`src/rtl/fft_ctrl_pkg.sv`:
```
// Shared types and default sizing for the mod1 factor-8 FFT control stages.
package fft_ctrl_pkg;

  localparam int unsigned FFT_BLK_CYC  = 32;
  localparam int unsigned FFT_PIPE_LAT = 2;

  typedef enum logic [1:0] {
    IDLE,
    RUN,
    DRAIN
  } state_e;

  typedef struct packed {
    logic valid;
    logic last;
  } dl_entry_t;

endpackage

```
`src/rtl/vld_delay_line.sv`:
```
// Shift register of {valid, last} entries; exposes the taps one stage before
// and at the full depth.
module vld_delay_line
  import fft_ctrl_pkg::*;
#(
  parameter int unsigned DEPTH = FFT_PIPE_LAT
) (
  input  logic      clk,
  input  logic      rst,
  input  dl_entry_t din,
  output dl_entry_t tap_alert,
  output dl_entry_t tap_out
);

  dl_entry_t [DEPTH-1:0] sr_q;
  dl_entry_t [DEPTH-1:0] sr_d;

  always_comb begin
    sr_d    = sr_q;
    sr_d[0] = din;
    for (int unsigned i = 1; i < DEPTH; i++) begin
      sr_d[i] = sr_q[i-1];
    end
  end

  always_ff @(posedge clk or posedge rst) begin
    if (rst) sr_q <= '0;
    else     sr_q <= sr_d;
  end

  // An entry loaded at acceptance t sits in sr_q[k-1] during cycle t+k.
  assign tap_alert = sr_q[DEPTH-2];
  assign tap_out   = sr_q[DEPTH-1];

endmodule

```
`src/rtl/ctrl_mod1_fac8_1.sv`:
```
// Stage-1 control: numbers beats within a frame, drives the twiddle index and
// re-times valid through the stage-1 datapath latency.
module ctrl_mod1_fac8_1
  import fft_ctrl_pkg::*;
#(
  parameter int unsigned BLK_CYC  = FFT_BLK_CYC,
  parameter int unsigned PIPE_LAT = FFT_PIPE_LAT,
  parameter int unsigned CNT_W    = $clog2(BLK_CYC)
) (
  input  logic             clk,
  input  logic             rst,
  input  logic             valid_in,
  output logic [CNT_W-1:0] tw_idx,
  output logic             tw_vld,
  output logic             alert_next,
  output logic             valid_out,
  output logic             frame_done,
  output logic             busy
);

  localparam int unsigned DW = $clog2(PIPE_LAT + 1);

  state_e           state_q, state_d;
  logic [CNT_W-1:0] cnt_q, cnt_d;
  logic [CNT_W-1:0] tw_idx_q, tw_idx_d;
  logic             tw_vld_q, tw_vld_d;
  logic [DW-1:0]    drain_q, drain_d;
  logic             is_last;
  dl_entry_t        dl_in, dl_alert, dl_out;

  assign is_last = (cnt_q == CNT_W'(BLK_CYC - 1));

  always_comb begin
    state_d  = state_q;
    drain_d  = drain_q;
    cnt_d    = valid_in ? cnt_q + CNT_W'(1) : cnt_q;
    tw_idx_d = valid_in ? cnt_q : tw_idx_q;
    tw_vld_d = valid_in;
    unique case (state_q)
      IDLE: begin
        if (valid_in) state_d = RUN;
      end
      RUN: begin
        if (valid_in && is_last) begin
          state_d = DRAIN;
          drain_d = DW'(PIPE_LAT);
        end
      end
      DRAIN: begin
        // A new frame overlapping the drain restarts RUN; the delay line
        // keeps emitting the previous tail on its own.
        if (valid_in) begin
          state_d = RUN;
        end else begin
          drain_d = drain_q - DW'(1);
          if (drain_q == DW'(1)) state_d = IDLE;
        end
      end
      default: state_d = IDLE;
    endcase
  end

  always_ff @(posedge clk or posedge rst) begin
    if (rst) begin
      state_q  <= IDLE;
      cnt_q    <= '0;
      tw_idx_q <= '0;
      tw_vld_q <= 1'b0;
      drain_q  <= '0;
    end else begin
      state_q  <= state_d;
      cnt_q    <= cnt_d;
      tw_idx_q <= tw_idx_d;
      tw_vld_q <= tw_vld_d;
      drain_q  <= drain_d;
    end
  end

  always_comb begin
    dl_in       = '0;
    dl_in.valid = valid_in;
    dl_in.last  = valid_in & is_last;
  end

  vld_delay_line #(
    .DEPTH (PIPE_LAT)
  ) u_dly (
    .clk       (clk),
    .rst       (rst),
    .din       (dl_in),
    .tap_alert (dl_alert),
    .tap_out   (dl_out)
  );

  assign tw_idx     = tw_idx_q;
  assign tw_vld     = tw_vld_q;
  assign alert_next = dl_alert.valid;
  assign valid_out  = dl_out.valid;
  assign frame_done = dl_out.valid & dl_out.last;
  assign busy       = (state_q != IDLE);

endmodule

```
`config.mk`:
```
export PLATFORM = sky130hd
export DESIGN_NAME = ctrl_mod1_fac8_1
export DESIGN_NICKNAME = d
export VERILOG_FILES = /design/src/rtl/fft_ctrl_pkg.sv /design/src/rtl/vld_delay_line.sv /design/src/rtl/ctrl_mod1_fac8_1.sv
export SDC_FILE = /design/constraint.sdc
export NUM_CORES = 1
export LEC_CHECK = 0
export BUFFER_PORTS_ARGS = -buffer_cell sky130_fd_sc_hd__buf_4
export CAP_MARGIN = 20
export CORE_UTILIZATION = 50
export DETAILED_ROUTE_END_ITERATION = 16
export GPL_ROUTABILITY_DRIVEN = 0
export PLACE_DENSITY = 0.72
export SETUP_SLACK_MARGIN = 0.4
export SKIP_CTS_REPAIR_TIMING = 1
export SYNTH_ARGS = -nofsm -noshare
export SYNTH_HDL_FRONTEND = slang
export SYNTH_SLANG_ARGS = --single-unit
```
`constraint.sdc`:
```
create_clock -name clk -period 1.8 [get_ports clk]
set_clock_uncertainty 0.1 [all_clocks]
set_input_delay 0.27 -clock clk [delete_from_list [all_inputs] [get_ports clk]]
set_output_delay 0.27 -clock clk [all_outputs]
set_load 0.02 [all_outputs]
```
==> results of run 1 <==
==> cells in the mapped netlist, drive strengths merged, types with 2 or more instances <==
cell type / number / share of area (%)
dfrtp: 18 / 60
xnor2: 2 / 2.3
buf: 2 / 2.0
inv: 4 / 2.0
o21ai: 3 / 2.0
ha: 3 / 5.0
nand2: 4 / 2.0
and3: 2 / 1.7
mux2: 8 / 12
and2: 2 / 2.0
==> final cells by class <==
class | count | area [um2] | area share, %
multi-input combinational | 33 | 300.3 | 32.21
tap | 15 | 18.77 | 2.013
clock buffer | 3 | 22.52 | 2.416
inverter | 4 | 15.01 | 1.611
sequential | 18 | 451.7 | 48.46
timing repair buffer | 16 | 123.9 | 13.29
==> stage by stage <==
step           std cells  instance area [um2]  hold slack, ps  util (%)  setup slack, ps
3_3_place_gp          82                868.3           236.7     64.32            266.3
4_1_cts               85                890.9          -3.733     65.99            223.1
2_1_floorplan         57                774.5           108.6         -            327.9
3_5_place_dp          82                868.3           259.0     64.32            247.7
6_report              89                932.1          -32.43     69.05            229.8
5_1_grt               89                932.1           37.26     69.05            168.9
==> registers in the layout, indices dropped and copies added (netlist names) <==
signal and count:
tw_idx 5, u_dly.tap_alert 2, u_dly.tap_out 2, drain_q 2, state_q 2, cnt_q 5
==> worst min path at each step <==
| stage | from | to | slack [ps] | cells after the start |
|---|---|---|---|---|
| 2_1_floorplan | rst | cnt_q[0] | 110 | 1 |
| 3_3_place_gp | u_dly.tap_alert[0] | u_dly.tap_out[0] | 240 | 0 |
| 3_5_place_dp | u_dly.tap_alert[0] | u_dly.tap_out[0] | 260 | 0 |
| 4_1_cts | rst | tw_idx[0] | -4 | 2 |
| 5_1_grt | rst | tw_idx[0] | 40 | 2 |
| 6_report | rst | tw_idx[3] | -30 | 2 |
==> kinds of logic (layout without fill, tap and decap cells) <==
group | count (synthesis) | after routing | synth area share [%]
AOI/OAI and AO/OA | 4 | 4 | 3.000
xor gates and xnor gates | 3 | 3 | 3.501
adders and majority gates | 3 | 3 | 5.001
buffers and inverters | 6 | 23 | 3.999
DFF | 18 | 18 | 60.00
muxes | 8 | 8 | 12.00
and+or+nand+nor | 15 | 15 | 12.50
==> power by group through the flow <==
| stage | combinational, uW | sequential (uW) | clock (uW) |
|---|---|---|---|
| finish | 477 | 641 | 195 |
| global route | 519 | 657 | 216 |
| CTS | 426 | 647 | 197 |
| detailed placement | 426 | 654 | 0 |
| global placement | 406 | 646 | 0 |
| floorplan | 207 | 703 | 0 |
==> worst register-to-register path: cells and delay by family, from the launching register on <==
family / cells / cell delay (ps)
fa+ha+maj: 2 / 330
flops: 1 / 420
mux: 1 / 250
simple gates: 3 / 380
==> layer usage <==
metal	GRT usage, %	vias to the layer above	share of wire, %	routed length (um)
met3	4.891	4	5.8	69
met1	20.91	225	47	560
met4	7.500	0	1.3	15
met2	28.17	19	46	542
li1	-	227	-	-
met5	0	-	0	0
==> impl_metrics.py, run 1 <==
metrics = {
    "placed_design": {
        "io_buffers": 12,
        "place.detailed.hpwl_um": 824.5,
    },
    "worst_setup_path": {
        "worstPathArrival_ps": 1650,
        "crit_chain": "ha_2, and3_4, ha_4, and2_4, nor2_1, mux2_4",
        "cp_top_family": "flip-flops",
        "path_class": "flop to flop",
        "r2r_end": "state_q[0]",
        "crit_start": "cnt_q[0]",
        "rr_worst_depth": 6,
        "max_stage_delay_ps": 420,
        "cp.depth": 6,
        "reg2reg_slack_ps": 230,
        "crit_buf_inv": 0,
        "cp.required_ps": 1880,
        "cp-endpoint": "state_q[0]",
        "crit_path_end_kind": "flop",
        "worstSetupStartpointType": "flop",
        "r2r_start": "cnt_q[0]",
        "cp_max_fo": 4,
        "crit_path_top_delay_cell": "dfrtp_1",
    },
    "drt": {
        "via_per_inst": 5.337,
        "drt_iter0_markers": 4,
        "drtPass1Iterations": 4,
        "wl_per_cell_um": 13.35,
        "totalWireLength_mm": 1.188,
        "post-route-drc-count": 0,
        "vias": 475,
        "antenna_left": 0,
    },
    "power": {
        "switching_power_uw": 427.8,
        "vdd_ir_drop_max_mv": 1.041,
        "p_int_uw": 885.1,
        "p_seq_share_pct": 48.8,
        "combinationalPowerShare_pct": 36.3,
        "power.clock.fraction_pct": 14.9,
        "netSwitchingFraction_pct": 32.59,
        "p_per_area_nw_per_um2": 1409,
        "p_leak_uw": 0.0004524,
        "fin_total_pwr_uw": 1313,
    },
    "grt": {
        "grt_overflow_total": 0,
        "grt_pass1_vias": 465,
        "grt_pass1_wl_mm": 1.849,
        "grt_max_degree": 19,
        "antenna_found_initial": 0,
        "track_usage_pct": 17.19,
    },
    "clocking": {
        "cts.sinks": 18,
        "numCtsBuffers": 3,
        "clk_pin_slew_ps": 100,
        "clockBufferDepth": 2,
        "clock_latency_ps": 280,
        "htree_levels": 1,
        "root_buffer": "clkbuf_4",
        "cts_tree": "done",
    },
    "finish": {
        "layout_common_cells": "17 x dfrtp_1, 15 x buf_4, 6 x mux2_2, 4 x inv_1, 4 x nand2_1",
        "final_common_cell": "dfrtp_1",
        "drive_gt1_share_pct": 45.95,
        "syn2layout_area_growth_pct": 24.17,
        "antenna_cells": 0,
        "fillCellCount": 113,
        "nNetsFinal": 82,
    },
    "run_status": {
        "status": "finished, violations left",
        "violations": "negative hold slack",
    },
    "timing": {
        "fin_tns_setup_ps": 0,
        "rsz0062_at_grt": "yes",
        "slew_viol_final": 0,
        "timing.hold.ws_ps": -32.43,
        "finalCritPeriodShare_pct": 87.23,
        "slew_headroom_pct": 56.11,
        "max_freq_mhz": 636.9,
        "hold_viol": 18,
        "tightest_slew_ps": 657.7,
        "setup-violations-final": 0,
        "final.min_clock_period_ps": 1570,
    },
    "yosys": {
        "syn_area_per_cell_um2": 13.17,
        "synth_edf_count": 0,
        "synthCells": 57,
        "synth_warnings": 0,
        "synth_nets": 63,
        "synth_area_um2": 750.7,
        "ys_seq_area_share_pct": 60.00,
        "synthArstFlopShare_pct": 100.0,
        "ys.flop_type": "dfrtp_1",
        "ys_types": 20,
        "synth_seq_cells": 18,
    },
    "die": {
        "rows": 13,
        "core_um2": 1350,
        "die_y_um": 40.75,
        "start_util_pct": 55.61,
        "io-pin-count": 13,
        "dieArea_um2": 1661,
        "die_w_um": 40.75,
    },
    "worst_hold_path": {
        "hold_path_class": "input port to asynchronous set/reset pin",
    },
    "run": {
        "maxCapViolations": 0,
    },
}
Power figures use the tool's default switching activity.
==> inputs of run 2 (changes only) <==
- PLACE_DENSITY: 0.72 -> 0.77
==> run 2 against run 1 <==
Net effect: the run still ends with negative hold slack left; cell area grew 2.4%; clock-buffer cell count up 1; hold slack worse by 7.5 ps; critical path depth unchanged; cell count rose by 1.1%; first-iteration DRC count up 50%; fmax rose by 2.5%; critical endpoint is now drain_q[0].
==> impl_metrics.py, run 2 (synthesized netlist as in run 1, its figures left out) <==
metrics = {
    "grt": {
        "antenna_found_initial": 0,
        "grt_overflow_total": 0,
        "grt_max_degree": 19,
        "grt_pass1_wl_mm": 1.814,
        "track_usage_pct": 18.32,
        "grt_pass1_vias": 428,
    },
    "finish": {
        "layout_common_cells": "17 x dfrtp_1, 14 x buf_4, 6 x mux2_2, 4 x inv_1, 4 x nand2_1",
        "nNetsFinal": 82,
        "final_common_cell": "dfrtp_1",
        "antenna_cells": 0,
        "fillCellCount": 106,
        "syn2layout_area_growth_pct": 27.17,
        "drive_gt1_share_pct": 49.33,
    },
    "timing": {
        "hold_viol": 18,
        "fin_ws_ps": 267.6,
        "finalCritPeriodShare_pct": 85.13,
        "fin_tns_setup_ps": 0,
        "setup-violations-final": 0,
        "slew_headroom_pct": 56.30,
        "rsz0062_at_grt": "yes",
        "timing.hold.ws_ps": -39.89,
        "tightest_slew_ps": 654.8,
        "final.min_clock_period_ps": 1532,
        "max_freq_mhz": 652.6,
        "slew_viol_final": 0,
    },
    "clocking": {
        "root_buffer": "clkbuf_4",
        "cts_tree": "done",
        "clk_pin_slew_ps": 100,
        "numCtsBuffers": 3,
        "clock_latency_ps": 290,
        "htree_levels": 1,
        "clockBufferDepth": 2,
        "cts.sinks": 18,
    },
    "placed_design": {
        "dp_slack_ps": 237.9,
        "io_buffers": 12,
        "place.detailed.hpwl_um": 767.4,
    },
    "drt": {
        "highest_layer": "met4",
        "drt_iter0_markers": 6,
        "wl_per_cell_um": 12.98,
        "antenna_left": 0,
        "post-route-drc-count": 0,
        "via_per_inst": 5.211,
        "drtPass1Iterations": 4,
        "wl_met1_um": 532,
        "wl_met2_um": 573,
        "totalWireLength_mm": 1.168,
        "wl_met3_um": 49,
        "vias": 469,
    },
    "worst_setup_path": {
        "r2r_end": "drain_q[0]",
        "cp_max_fo": 3,
        "crit_path_end_kind": "flop",
        "worstPathArrival_ps": 1670,
        "reg2reg_slack_ps": 270,
        "crit_path_top_delay_cell": "dfrtp_1",
        "crit_chain": "ha_2, and3_4, ha_4, and3b_1, o21ai_1, and3_1",
        "rr_worst_depth": 6,
        "path_class": "flop to flop",
        "r2r_start": "cnt_q[0]",
        "cp.required_ps": 1940,
        "max_stage_delay_ps": 420,
        "worstSetupStartpointType": "flop",
    },
    "power": {
        "p_leak_uw": 0.0004623,
        "fin_total_pwr_uw": 1376,
        "p_per_area_nw_per_um2": 1442,
        "vdd_ir_drop_max_mv": 1.014,
    },
    "die": {
        "dieArea_um2": 1661,
        "die_w_um": 40.75,
        "start_util_pct": 55.61,
        "die_y_um": 40.75,
        "core_um2": 1350,
        "io-pin-count": 13,
        "rows": 13,
    },
    "run_status": {
        "status": "finished, violations left",
        "violations": "negative hold slack",
    },
    "worst_hold_path": {
        "hold_path_class": "input port to asynchronous set/reset pin",
    },
    "run": {
        "maxCapViolations": 0,
    },
}
run 2: worst max-delay path: cells and delay by family (launching register included):
kind,cells,cell delay (ps)
simple gates,3,510
flops,1,420
fa+ha+maj,2,340
compound gates,1,100
run 2: how the worst max path moves through the flow:
stage | startpoint | end | slack [ps] | depth (start not counted)
floorplan | cnt_q[0] | state_q[0] | 330 | 6
global placement | cnt_q[0] | state_q[0] | 270 | 6
detailed placement | cnt_q[0] | state_q[0] | 240 | 6
CTS | state_q[0] | busy | 210 | 2
global route | cnt_q[0] | drain_q[0] | 170 | 6
finish | cnt_q[0] | drain_q[0] | 270 | 6
run 2: per-stage QoR:
| step | cell area, um2 | utilization [%] | instances |
|---|---|---|---|
| 6_report | 954.7 | 70.71 | 90 |
| 4_1_cts | 904.6 | 67.01 | 86 |
| 3_5_place_dp | 868.3 | 64.32 | 82 |
| 5_1_grt | 954.7 | 70.71 | 90 |
| 2_1_floorplan | 774.5 | - | 57 |
| 3_3_place_gp | 868.3 | 64.32 | 82 |
run 2: layout make-up:
| cell class | instances | area (um2) | area share (%) |
|---|---|---|---|
| clock buffer | 4 | 36.28 | 3.801 |
| inverter | 4 | 15.01 | 1.573 |
| multi-input combinational | 33 | 305.3 | 31.98 |
| sequential | 18 | 451.7 | 47.31 |
| tap | 15 | 18.77 | 1.966 |
| timing repair buffer | 16 | 127.6 | 13.37 |
run 2: power by group:
part	total, uW	switching, uW	internal [uW]
clock	249	125	123
combinational	494	209	285
sequential	633	99.8	534
total	1380	434	942
run 2: per-layer routing:
layer,vias to the layer above,track usage (%)
met5,-,0
met4,0,12.50
met3,2,8.152
met2,13,27.78
met1,225,20.49
li1,229,-
